$ cat src/rtl/mbinit_pkg.sv
// Shared MBINIT definitions: responder state encoding and default sideband message codes.
package mbinit_pkg;

    localparam int unsigned MSG_W_DEF = 4;

    localparam logic [3:0] REQ_INIT_DEF   = 4'h1;
    localparam logic [3:0] RSP_INIT_DEF   = 4'h2;
    localparam logic [3:0] REQ_RESULT_DEF = 4'h3;
    localparam logic [3:0] RSP_RESULT_DEF = 4'h4;
    localparam logic [3:0] REQ_DONE_DEF   = 4'h5;
    localparam logic [3:0] RSP_DONE_DEF   = 4'h6;

    typedef enum logic [3:0] {
        ST_IDLE      = 4'd0,
        ST_WAIT_INIT = 4'd1,
        ST_BUSY_INIT = 4'd2,
        ST_SEND_INIT = 4'd3,
        ST_WAIT_REQ  = 4'd4,
        ST_BUSY_RES  = 4'd5,
        ST_SEND_RES  = 4'd6,
        ST_BUSY_DONE = 4'd7,
        ST_SEND_DONE = 4'd8,
        ST_DONE      = 4'd9,
        ST_TIMEOUT   = 4'd10
    } mbinit_state_t;

    function automatic logic is_send(input mbinit_state_t st);
        return (st == ST_SEND_INIT) || (st == ST_SEND_RES) || (st == ST_SEND_DONE);
    endfunction

    // The watchdog only runs while an exchange is actually in flight.
    function automatic logic is_counting(input mbinit_state_t st);
        return (st != ST_IDLE) && (st != ST_DONE) && (st != ST_TIMEOUT);
    endfunction

endpackage

$ cat src/rtl/mbinit_partner_responder_if.sv
// Sideband request/response bundle between the MBINIT sequencer, the SB adaptors and the responder.
interface mbinit_partner_responder_if #(
    parameter int unsigned MSG_W = 4,
    parameter int unsigned RES_W = 1
);
    logic             i_enable;
    logic [MSG_W-1:0] i_Rx_SbMessage;
    logic             i_msg_valid;
    logic             i_Busy_SideBand;
    logic             i_falling_edge_busy;
    logic [RES_W-1:0] i_result;

    logic [MSG_W-1:0] o_TX_SbMessage;
    logic             o_ValidOutData;
    logic [RES_W-1:0] o_result;
    logic             o_end;
    logic             o_timeout;
    logic             o_enable_cons;

    modport slave (
        input  i_enable, i_Rx_SbMessage, i_msg_valid, i_Busy_SideBand,
               i_falling_edge_busy, i_result,
        output o_TX_SbMessage, o_ValidOutData, o_result, o_end, o_timeout, o_enable_cons
    );

    modport master (
        output i_enable, i_Rx_SbMessage, i_msg_valid, i_Busy_SideBand,
               i_falling_edge_busy, i_result,
        input  o_TX_SbMessage, o_ValidOutData, o_result, o_end, o_timeout, o_enable_cons
    );

endinterface

$ cat src/rtl/mbinit_timeout_counter.sv
// Saturating per-request watchdog; expired flags the last counting cycle before timeout.
module mbinit_timeout_counter #(
    parameter int unsigned MAX = 800000
) (
    input  logic CLK,
    input  logic rst_n,
    input  logic clear_i,
    input  logic run_i,
    output logic expired_o
);

    localparam int unsigned CW = (MAX > 1) ? $clog2(MAX) : 1;
    localparam logic [CW-1:0] LAST = CW'(MAX - 1);

    logic [CW-1:0] cnt_q;
    logic [CW-1:0] cnt_d;

    always_comb begin
        cnt_d = cnt_q;
        if (clear_i) begin
            cnt_d = '0;
        end else if (run_i && (cnt_q != LAST)) begin
            cnt_d = cnt_q + CW'(1);
        end
    end

    always_ff @(posedge CLK) begin
        if (!rst_n) begin
            cnt_q <= '0;
        end else begin
            cnt_q <= cnt_d;
        end
    end

    assign expired_o = run_i && (cnt_q == LAST);

endmodule

$ cat src/rtl/mbinit_partner_responder.sv
// MBINIT partner-side sideband responder: init/result/done exchange with watchdog and sticky result.
//   state     | meaning
//   IDLE      | substate inactive, outputs cleared
//   WAIT_INIT | waiting for init request
//   BUSY_INIT | init response pending, TX busy
//   SEND_INIT | init response on TX
//   WAIT_REQ  | waiting for result or done request
//   BUSY_RES  | result response pending, TX busy
//   SEND_RES  | result response on TX
//   BUSY_DONE | done response pending, TX busy
//   SEND_DONE | done response on TX
//   DONE      | exchange complete
//   TIMEOUT   | watchdog expired
module mbinit_partner_responder
    import mbinit_pkg::*;
#(
    parameter int unsigned      MSG_W       = MSG_W_DEF,
    parameter int unsigned      RES_W       = 1,
    parameter logic [MSG_W-1:0] REQ_INIT    = MSG_W'(REQ_INIT_DEF),
    parameter logic [MSG_W-1:0] RSP_INIT    = MSG_W'(RSP_INIT_DEF),
    parameter logic [MSG_W-1:0] REQ_RESULT  = MSG_W'(REQ_RESULT_DEF),
    parameter logic [MSG_W-1:0] RSP_RESULT  = MSG_W'(RSP_RESULT_DEF),
    parameter logic [MSG_W-1:0] REQ_DONE    = MSG_W'(REQ_DONE_DEF),
    parameter logic [MSG_W-1:0] RSP_DONE    = MSG_W'(RSP_DONE_DEF),
    parameter int unsigned      TIMEOUT_CYC = 800000
) (
    input logic                      CLK,
    input logic                      rst_n,
    mbinit_partner_responder_if.slave sb
);

    mbinit_state_t state_q, state_d;
    logic [MSG_W-1:0] tx_msg_q, tx_msg_d;
    logic             valid_q;
    logic [RES_W-1:0] result_q;
    logic             end_q;
    logic             timeout_q;
    logic             enable_cons_q;

    logic restart;
    logic expired;
    logic wd_clear;
    logic wd_run;

    logic en;
    logic rx_init, rx_result, rx_done;
    logic busy, fall;

    assign en        = sb.i_enable;
    assign busy      = sb.i_Busy_SideBand;
    assign fall      = sb.i_falling_edge_busy;
    assign rx_init   = sb.i_msg_valid && (sb.i_Rx_SbMessage == REQ_INIT);
    assign rx_result = sb.i_msg_valid && (sb.i_Rx_SbMessage == REQ_RESULT);
    assign rx_done   = sb.i_msg_valid && (sb.i_Rx_SbMessage == REQ_DONE);

    assign wd_run   = is_counting(state_q);
    assign wd_clear = !en || (state_q == ST_IDLE) || restart;

    mbinit_timeout_counter #(
        .MAX(TIMEOUT_CYC)
    ) u_wdog (
        .CLK      (CLK),
        .rst_n    (rst_n),
        .clear_i  (wd_clear),
        .run_i    (wd_run),
        .expired_o(expired)
    );

    // Precedence: enable drop, then accepted request (restart), then expiry, then normal progress.
    always_comb begin
        state_d = state_q;
        restart = 1'b0;
        if (!en) begin
            state_d = ST_IDLE;
        end else begin
            case (state_q)
                ST_IDLE:      state_d = ST_WAIT_INIT;
                ST_WAIT_INIT: begin
                    if (rx_init) begin
                        state_d = ST_BUSY_INIT;
                        restart = 1'b1;
                    end else if (expired) begin
                        state_d = ST_TIMEOUT;
                    end
                end
                ST_BUSY_INIT: begin
                    if (expired)    state_d = ST_TIMEOUT;
                    else if (!busy) state_d = ST_SEND_INIT;
                end
                ST_SEND_INIT: begin
                    if (expired)    state_d = ST_TIMEOUT;
                    else if (fall)  state_d = ST_WAIT_REQ;
                end
                ST_WAIT_REQ: begin
                    if (rx_result) begin
                        state_d = ST_BUSY_RES;
                        restart = 1'b1;
                    end else if (rx_done) begin
                        state_d = ST_BUSY_DONE;
                        restart = 1'b1;
                    end else if (expired) begin
                        state_d = ST_TIMEOUT;
                    end
                end
                ST_BUSY_RES: begin
                    if (expired)    state_d = ST_TIMEOUT;
                    else if (!busy) state_d = ST_SEND_RES;
                end
                ST_SEND_RES: begin
                    if (expired)    state_d = ST_TIMEOUT;
                    else if (fall)  state_d = ST_WAIT_REQ;
                end
                ST_BUSY_DONE: begin
                    if (expired)    state_d = ST_TIMEOUT;
                    else if (!busy) state_d = ST_SEND_DONE;
                end
                ST_SEND_DONE: begin
                    if (expired)    state_d = ST_TIMEOUT;
                    else if (fall)  state_d = ST_DONE;
                end
                ST_DONE:      state_d = ST_DONE;
                ST_TIMEOUT:   state_d = ST_TIMEOUT;
                default:      state_d = ST_IDLE;
            endcase
        end
    end

    always_comb begin
        tx_msg_d = '0;
        case (state_d)
            ST_SEND_INIT: tx_msg_d = RSP_INIT;
            ST_SEND_RES:  tx_msg_d = RSP_RESULT;
            ST_SEND_DONE: tx_msg_d = RSP_DONE;
            default:      tx_msg_d = '0;
        endcase
    end

    always_ff @(posedge CLK) begin
        if (!rst_n) begin
            state_q       <= ST_IDLE;
            tx_msg_q      <= '0;
            valid_q       <= 1'b0;
            result_q      <= '0;
            end_q         <= 1'b0;
            timeout_q     <= 1'b0;
            enable_cons_q <= 1'b0;
        end else begin
            state_q       <= state_d;
            tx_msg_q      <= tx_msg_d;
            valid_q       <= is_send(state_d);
            end_q         <= (state_d == ST_DONE);
            timeout_q     <= (state_d == ST_TIMEOUT);
            enable_cons_q <= 1'b1;
            // Result is captured once per result response and survives until the substate ends.
            if (state_d == ST_IDLE) begin
                result_q <= '0;
            end else if ((state_q == ST_BUSY_RES) && (state_d == ST_SEND_RES)) begin
                result_q <= sb.i_result;
            end
        end
    end

    assign sb.o_TX_SbMessage = tx_msg_q;
    assign sb.o_ValidOutData = valid_q;
    assign sb.o_result       = result_q;
    assign sb.o_end          = end_q;
    assign sb.o_timeout      = timeout_q;
    assign sb.o_enable_cons  = enable_cons_q;

endmodule

$ cat src/flat_wrapper.sv
// flat-port wrapper written by rule: the top's interface ports become plain ports
module mbinit_partner_responder_flat import mbinit_pkg::*;
#(
    parameter int unsigned      MSG_W       = MSG_W_DEF,
    parameter int unsigned      RES_W       = 1,
    parameter logic [MSG_W-1:0] REQ_INIT    = MSG_W'(REQ_INIT_DEF),
    parameter logic [MSG_W-1:0] RSP_INIT    = MSG_W'(RSP_INIT_DEF),
    parameter logic [MSG_W-1:0] REQ_RESULT  = MSG_W'(REQ_RESULT_DEF),
    parameter logic [MSG_W-1:0] RSP_RESULT  = MSG_W'(RSP_RESULT_DEF),
    parameter logic [MSG_W-1:0] REQ_DONE    = MSG_W'(REQ_DONE_DEF),
    parameter logic [MSG_W-1:0] RSP_DONE    = MSG_W'(RSP_DONE_DEF),
    parameter int unsigned      TIMEOUT_CYC = 800000
)
  (CLK, rst_n, sb_i_enable, sb_i_Rx_SbMessage, sb_i_msg_valid, sb_i_Busy_SideBand, sb_i_falling_edge_busy, sb_i_result, sb_o_TX_SbMessage, sb_o_ValidOutData, sb_o_result, sb_o_end, sb_o_timeout, sb_o_enable_cons);
  mbinit_partner_responder_if #(.MSG_W(MSG_W), .RES_W(RES_W)) sb_i ();
  input logic CLK;
  input logic rst_n;
  input wire logic [$bits(sb_i.i_enable)-1:0] sb_i_enable;
  input wire logic [$bits(sb_i.i_Rx_SbMessage)-1:0] sb_i_Rx_SbMessage;
  input wire logic [$bits(sb_i.i_msg_valid)-1:0] sb_i_msg_valid;
  input wire logic [$bits(sb_i.i_Busy_SideBand)-1:0] sb_i_Busy_SideBand;
  input wire logic [$bits(sb_i.i_falling_edge_busy)-1:0] sb_i_falling_edge_busy;
  input wire logic [$bits(sb_i.i_result)-1:0] sb_i_result;
  output wire logic [$bits(sb_i.o_TX_SbMessage)-1:0] sb_o_TX_SbMessage;
  output wire logic [$bits(sb_i.o_ValidOutData)-1:0] sb_o_ValidOutData;
  output wire logic [$bits(sb_i.o_result)-1:0] sb_o_result;
  output wire logic [$bits(sb_i.o_end)-1:0] sb_o_end;
  output wire logic [$bits(sb_i.o_timeout)-1:0] sb_o_timeout;
  output wire logic [$bits(sb_i.o_enable_cons)-1:0] sb_o_enable_cons;
  assign sb_i.i_enable = sb_i_enable;
  assign sb_i.i_Rx_SbMessage = sb_i_Rx_SbMessage;
  assign sb_i.i_msg_valid = sb_i_msg_valid;
  assign sb_i.i_Busy_SideBand = sb_i_Busy_SideBand;
  assign sb_i.i_falling_edge_busy = sb_i_falling_edge_busy;
  assign sb_i.i_result = sb_i_result;
  assign sb_o_TX_SbMessage = sb_i.o_TX_SbMessage;
  assign sb_o_ValidOutData = sb_i.o_ValidOutData;
  assign sb_o_result = sb_i.o_result;
  assign sb_o_end = sb_i.o_end;
  assign sb_o_timeout = sb_i.o_timeout;
  assign sb_o_enable_cons = sb_i.o_enable_cons;
  mbinit_partner_responder #(.MSG_W(MSG_W), .RES_W(RES_W), .REQ_INIT(REQ_INIT), .RSP_INIT(RSP_INIT), .REQ_RESULT(REQ_RESULT), .RSP_RESULT(RSP_RESULT), .REQ_DONE(REQ_DONE), .RSP_DONE(RSP_DONE), .TIMEOUT_CYC(TIMEOUT_CYC)) u_core (.CLK(CLK), .rst_n(rst_n), .sb(sb_i));
endmodule
$ cat config.mk
export PLATFORM = sky130hd
export DESIGN_NAME = mbinit_partner_responder_flat
export DESIGN_NICKNAME = d
export VERILOG_FILES = /design/src/rtl/mbinit_pkg.sv /design/src/rtl/mbinit_partner_responder_if.sv /design/src/rtl/mbinit_timeout_counter.sv /design/src/rtl/mbinit_partner_responder.sv /design/src/flat_wrapper.sv
export SDC_FILE = /design/constraint.sdc
export NUM_CORES = 1
export LEC_CHECK = 0
export CORE_UTILIZATION = 45
export CTS_CLUSTER_SIZE = 30
export DETAILED_ROUTE_END_ITERATION = 7
export PLACE_DENSITY_LB_ADDON = 0.2
export SETUP_SLACK_MARGIN = 0.5
export SYNTH_ARGS = -nofsm -noshare
export SYNTH_HDL_FRONTEND = slang
export SYNTH_SLANG_ARGS = --single-unit
$ cat constraint.sdc
create_clock -name CLK -period 5.5 [get_ports CLK]
set_clock_uncertainty 0.05 [all_clocks]
set_input_delay 0.825 -clock CLK [delete_from_list [all_inputs] [get_ports CLK]]
set_output_delay 0.825 -clock CLK [all_outputs]
set_load 0.01 [all_outputs]
==> results of run 1 <==
critical path: stages:
cell,delay (ps)
clkdlybuf4s50_1,490
xor2_1,210
a22o_1,220
nand4_1,90
nand4_1,670
a21oi_1,340
metal layers:
metal / GRT usage / part of all wire / wire, µm / vias to the layer above
li1: - / - / - / 781
met1: 0.271 / 0.51 / 1820 / 670
met2: 0.281 / 0.42 / 1520 / 36
met3: 0.0556 / 0.057 / 204 / 7
met4: 0.0652 / 0.015 / 54 / 0
met5: 0 / 0 / 0 / -
cell usage after synthesis (all sizes together), types with 2 or more instances:
library cell | count | area [µm²]
xor2 | 16 | 140
and4 | 2 | 20.0
inv | 4 | 15.0
or3 | 4 | 30.0
nand2 | 14 | 52.6
a32o | 3 | 30.0
nand3b | 2 | 15.0
nand3 | 12 | 60.1
and3 | 3 | 21.3
a22oi | 2 | 15.0
and3b | 2 | 17.5
nor2b | 6 | 37.5
clkbuf | 5 | 48.8
and2 | 3 | 18.8
o21ai | 7 | 35.0
nor2 | 32 | 120
mux2i | 4 | 40.0
buf | 5 | 30.0
or2b | 2 | 17.5
nand4 | 9 | 71.3
dfxtp | 31 | 621
nor3 | 11 | 55.1
xnor2 | 5 | 43.8
nand2b | 2 | 12.5
a21oi | 5 | 25.0
worst min path at each step:
stage,start,slack (ps),end,cells after the start
floorplan,u_core.u_wdog.cnt_q[10],420,u_core.u_wdog.cnt_q[10],2
global placement,u_core.u_wdog.cnt_q[19],440,u_core.u_wdog.cnt_q[19],2
detailed placement,u_core.u_wdog.cnt_q[19],450,u_core.u_wdog.cnt_q[19],2
CTS,u_core.u_wdog.cnt_q[19],460,u_core.u_wdog.cnt_q[19],2
global route,u_core.u_wdog.cnt_q[10],480,u_core.u_wdog.cnt_q[10],2
finish,u_core.u_wdog.cnt_q[19],460,u_core.u_wdog.cnt_q[19],2
power breakdown:
part / total, mW / switching, mW / internal, mW
clock network: 0.180 / 0.0821 / 0.0979
registers: 0.230 / 0.00378 / 0.226
logic: 0.0408 / 0.0207 / 0.0201
total: 0.451 / 0.107 / 0.344
per-stage QoR:
| stage | total power [mW] | cell area [µm²] | hold slack (ps) | cells | setup WS, ps |
|---|---|---|---|---|---|
| global route | 0.468 | 2050 | 484 | 275 | 2580 |
| floorplan | 0.262 | 1810 | 422 | 213 | 3300 |
| global placement | 0.275 | 1960 | 445 | 268 | 2550 |
| CTS | 0.457 | 2050 | 465 | 275 | 2810 |
| detailed placement | 0.275 | 1960 | 449 | 268 | 2490 |
| finish | 0.451 | 2050 | 459 | 275 | 2790 |
flip-flops by register name, summed over array words and instances, names as in the netlist:
signal / flops
u_core.u_wdog.cnt_q: 20
u_core.sb.o_timeout: 1
u_core.sb.o_ValidOutData: 1
u_core.state_q: 4
u_core.sb.o_TX_SbMessage: 2
u_core.sb.o_result: 1
u_core.sb.o_end: 1
u_core.sb.o_enable_cons: 1
logic make-up after synthesis:
kind of cell,share of synthesized area
compound gates,0.130
xor+xnor,0.102
fa+ha+maj,0.00692
buf+inv,0.0519
flops,0.343
mux,0.0221
other cells,0.00207
simple gates,0.342
area by class of cell:
type | count | area, µm² | share of cell area
Clock inverter | 1 | 5.00 | 0.00244
Inverter | 4 | 15.0 | 0.00732
Sequential cell | 31 | 621 | 0.303
Clock buffer | 6 | 82.6 | 0.0403
Tap cell | 48 | 60.1 | 0.0293
Timing Repair Buffer | 17 | 170 | 0.0830
Multi-Input combinational cell | 168 | 1100 | 0.535
==> flow_summary.toml, run 1 <==
[timing]
setup_viol = 0
rsz0062_at_grt = "no"
tightestPinTransition_ps = 850
finalHoldViolCount = 0
max-slew-margin-rel = 0.432
finalCritPeriodShare = 0.493
drv_slew = 0
max_freq_ghz = 0.369
period_minus_slack_ps = 2710
tns_ps = 0

[layout]
layout_commonest_cell = "nor2_1"
finalCoreUtilization = 0.548
mostFrequentLayoutCells = "nor2_1, dfxtp_1, clkdlybuf4s50_1"
area_delta_synth_final_pct = 13.4
antenna_cells = 0
nFillCells = 365
fin_nets = 239
layout-drive-gt1-share = 0.0881

[die]
coreArea_mm2 = 0.00374
io_pins = 20
initial_utilization = 0.483
die_area_mm2 = 0.00428
rows = 22
die_h_um = 65.4
die_w_um = 65.4

[clock_network]
clock-sinks = 31
clock_path_buffers = 2
hold_buffers = 0
clk_latency_ps = 290
post_cts_buffers = 0
cts_inserted_buffers = 5
cts_tree = "yes"
htreeDepth = 2
cts_resized = 0
cts-root-buf = "clkbuf_8"
clkTransAtPathRegs_ps = 60

[route]
drt_iter0_drc = 54
first_pass_iters = 4
vias = 1494
drt.antenna.violating_nets = 0
post_drt_wl_per_cell_um = 13.1
via_per_inst = 5.43
route.detailed.drc = 0
wirelength_mm = 3.60

[grt]
grt_pass1_wl_mm = 6.44
globalRouteOverflowTotal = 0
grt_pass1_vias = 1449
track_usage = 0.194
antenna_found_initial = 0
grt_max_degree = 21

[synth]
synth-edff-count = 0
avgSynthCellArea_um2 = 8.53
synthesis.area_mm2 = 0.00181
ys.flop_type = "dfxtp_1"
ys_ff_latch = 31
synth_cells = 212
yosysSeqAreaShare = 0.343
ys_types = 52
synth_warnings = 0
async_flop_share = 0

[worst_setup_path]
cp_max_fo = 20
critPathCapture = "u_core.u_wdog.cnt_q[10]"
reg2regPathDepth = 7
crit_start = "sb_i_Rx_SbMessage[1]"
cp.required_ps = 5640
timing.rr.end = "u_core.sb.o_ValidOutData"
worst_setup_path_end_kind = "flip-flop"
rrSetupSlack_ps = 3100
arrival_ps = 2850
r2r-start = "u_core.state_q[0]"
critPathKind = "input port to flip-flop"
worstSetupStartpointType = "input port"

[power]
power-per-cell-area_mw_per_mm2 = 220
ir_drop_mv = 0.135
leakage_nw = 0.676

[placement]
port_buffers = 17
gp_congestion = 0.846
dp_hpwl_mm = 2.60

[status]
outcome = "finished, final reports clean"

[min_path]
min_path_type = "flip-flop to flip-flop"

[job]
drv_cap = 0
Power figures use the tool's default switching activity.
==> run 2: changes to the inputs <==
==> constraint.sdc (replaced) <==
create_clock -name CLK -period 2.4 [get_ports CLK]
set_clock_uncertainty 0.05 [all_clocks]
set_input_delay 0.36 -clock CLK [delete_from_list [all_inputs] [get_ports CLK]]
set_output_delay 0.36 -clock CLK [all_outputs]
set_load 0.01 [all_outputs]
==> flow_summary.toml, run 2 (synthesized netlist as in run 1, its figures left out) <==
[die]
initial_utilization = 0.483
die_w_um = 65.4
rows = 22
io_pins = 20
coreArea_mm2 = 0.00374
die_h_um = 65.4
die_area_mm2 = 0.00428

[worst_setup_path]
arrival_ps = 2130
reg2regPathDepth = 8
critPathKind = "input port to flip-flop"
cp_max_fo = 4
timing.rr.end = "u_core.sb.o_result"
worstSetupStartpointType = "input port"
rrSetupSlack_ps = 390
r2r-start = "u_core.state_q[1]"
worst_setup_path_end_kind = "flip-flop"
cp.required_ps = 2510
crit_start = "sb_i_Busy_SideBand"

[min_path]
hold_path_end = "u_core.sb.o_result"
worstHoldStart = "u_core.sb.o_result"
min_path_type = "flip-flop to flip-flop"
hold_depth = 2

[layout]
area_delta_synth_final_pct = 34.5
fin_nets = 267
largest_register = "u_core.u_wdog.cnt_q"
largest_reg_flops = 20
multiInputGateArea_mm2 = 0.00121
seqCellArea_um2 = 641
antenna_cells = 0
nFillCells = 340
mostFrequentLayoutCells = "nor2_1, dfxtp_1, buf_4"
layout-drive-gt1-share = 0.310
layout_commonest_cell = "nor2_1"

[power]
power_frac_comb = 0.124
pwr-share-seq = 0.492
internal-power_mw = 0.809
ir_drop_mv = 0.345
power-per-cell-area_mw_per_mm2 = 437
leakage_nw = 0.884
switchingPower_mw = 0.252
sw_frac_of_total = 0.238
p_clk_frac = 0.385

[placement]
dp_slack_ps = 63.2
dp_hpwl_mm = 2.72
port_buffers = 17
gp_congestion = 0.935

[timing]
fin_ws_ps = 389
max_freq_ghz = 0.497
finalHoldViolCount = 0
rsz0062_at_grt = "yes"
finalCritPeriodShare = 0.838
setup_viol = 0
tns_ps = 0
drv_slew = 0
period_minus_slack_ps = 2010

[grt]
globalRouteOverflowTotal = 0
grt_pass1_vias = 1522
antenna_found_initial = 0
grt_pass1_wl_mm = 6.70
grt_max_degree = 21
track_usage = 0.204

[route]
first_pass_iters = 4
via_per_inst = 5.39
wirelength_mm = 4.10
drt.antenna.violating_nets = 0
route.detailed.drc = 0
drt_iter0_drc = 92
post_drt_wl_per_cell_um = 13.5
vias = 1634

[clock_network]
cts_tree = "yes"
clk_latency_ps = 280
clock-sinks = 31
htreeDepth = 2
clock_path_buffers = 2
cts-root-buf = "clkbuf_8"
clkTransAtPathRegs_ps = 60
cts_inserted_buffers = 5
hold_buffers = 0

[job]
drv_cap = 0

[status]
outcome = "finished, final reports clean"
[run 2: cell types whose count changed in the layout (fill, tap and decap cells not counted), sizes merged]
cell	delta
dlymetal6s2s	+2
clkdlybuf4s50	-5
buf	+28
dlygate4sd2	+3
[run 2: how the worst max path moves through the flow]
stage | slack [ps] | endpoint | depth (start not counted)
finish | 390 | u_core.sb.o_result | 8
global placement | 110 | u_core.sb.o_ValidOutData | 8
detailed placement | 60 | u_core.sb.o_result | 8
floorplan | 520 | u_core.sb.o_result | 8
CTS | 390 | u_core.sb.o_result | 8
global route | 270 | u_core.sb.o_TX_SbMessage[2] | 9
[run 2: metal layers]
layer	wire length, µm	track usage	vias to the layer above
met5	0	0	-
met4	64	0.0788	0
met3	222	0.0521	9
met2	1830	0.305	42
met1	1980	0.277	746
li1	-	-	837
[run 2: power groups by stage]
stage,combinational (mW),clock [mW],sequential [mW]
final,0.131,0.408,0.522
after global routing,0.142,0.439,0.522
after CTS,0.117,0.420,0.524
after detailed placement,0.106,0,0.536
after global placement,0.106,0,0.536
after floorplan,0.0673,0,0.533
[run 2: critical path: stages]
cell and delay (ps):
clkdlybuf4s50_1 470, mux2i_1 70, a32o_1 260, a211o_4 280, a32oi_4 310, nand4_1 150, mux2i_1 170, nor2_1 50
[run 2: cell type report]
type | instances | area share
Tap cell | 48 | 0.0247
Timing Repair Buffer | 45 | 0.173
Sequential cell | 31 | 0.264
Clock inverter | 1 | 0.00206
Clock buffer | 6 | 0.0340
Multi-Input combinational cell | 168 | 0.497
Inverter | 4 | 0.00618
[run 2: timing repair]
| action | CTS | global route |
|---|---|---|
| resized for setup | 23 | 31 |
| pin swaps | 10 | 15 |
| buffers inserted | 9 | 5 |
| endpoints found under the setup margin | 10 | 19 |
| hold endpoints to repair | 0 | 0 |
[run 2: metrics by stage]
step                      hold WS (ps)  std cells  instance area, µm²  power, mW  utilization
after global placement             439        282                2070      0.642        0.553
after detailed placement           444        282                2070      0.642        0.553
after CTS                          464        298                2290       1.06        0.612
after floorplan                    338        213                1810      0.600            -
after global routing               491        303                2430       1.10        0.649
final                              458        303                2430       1.06        0.649
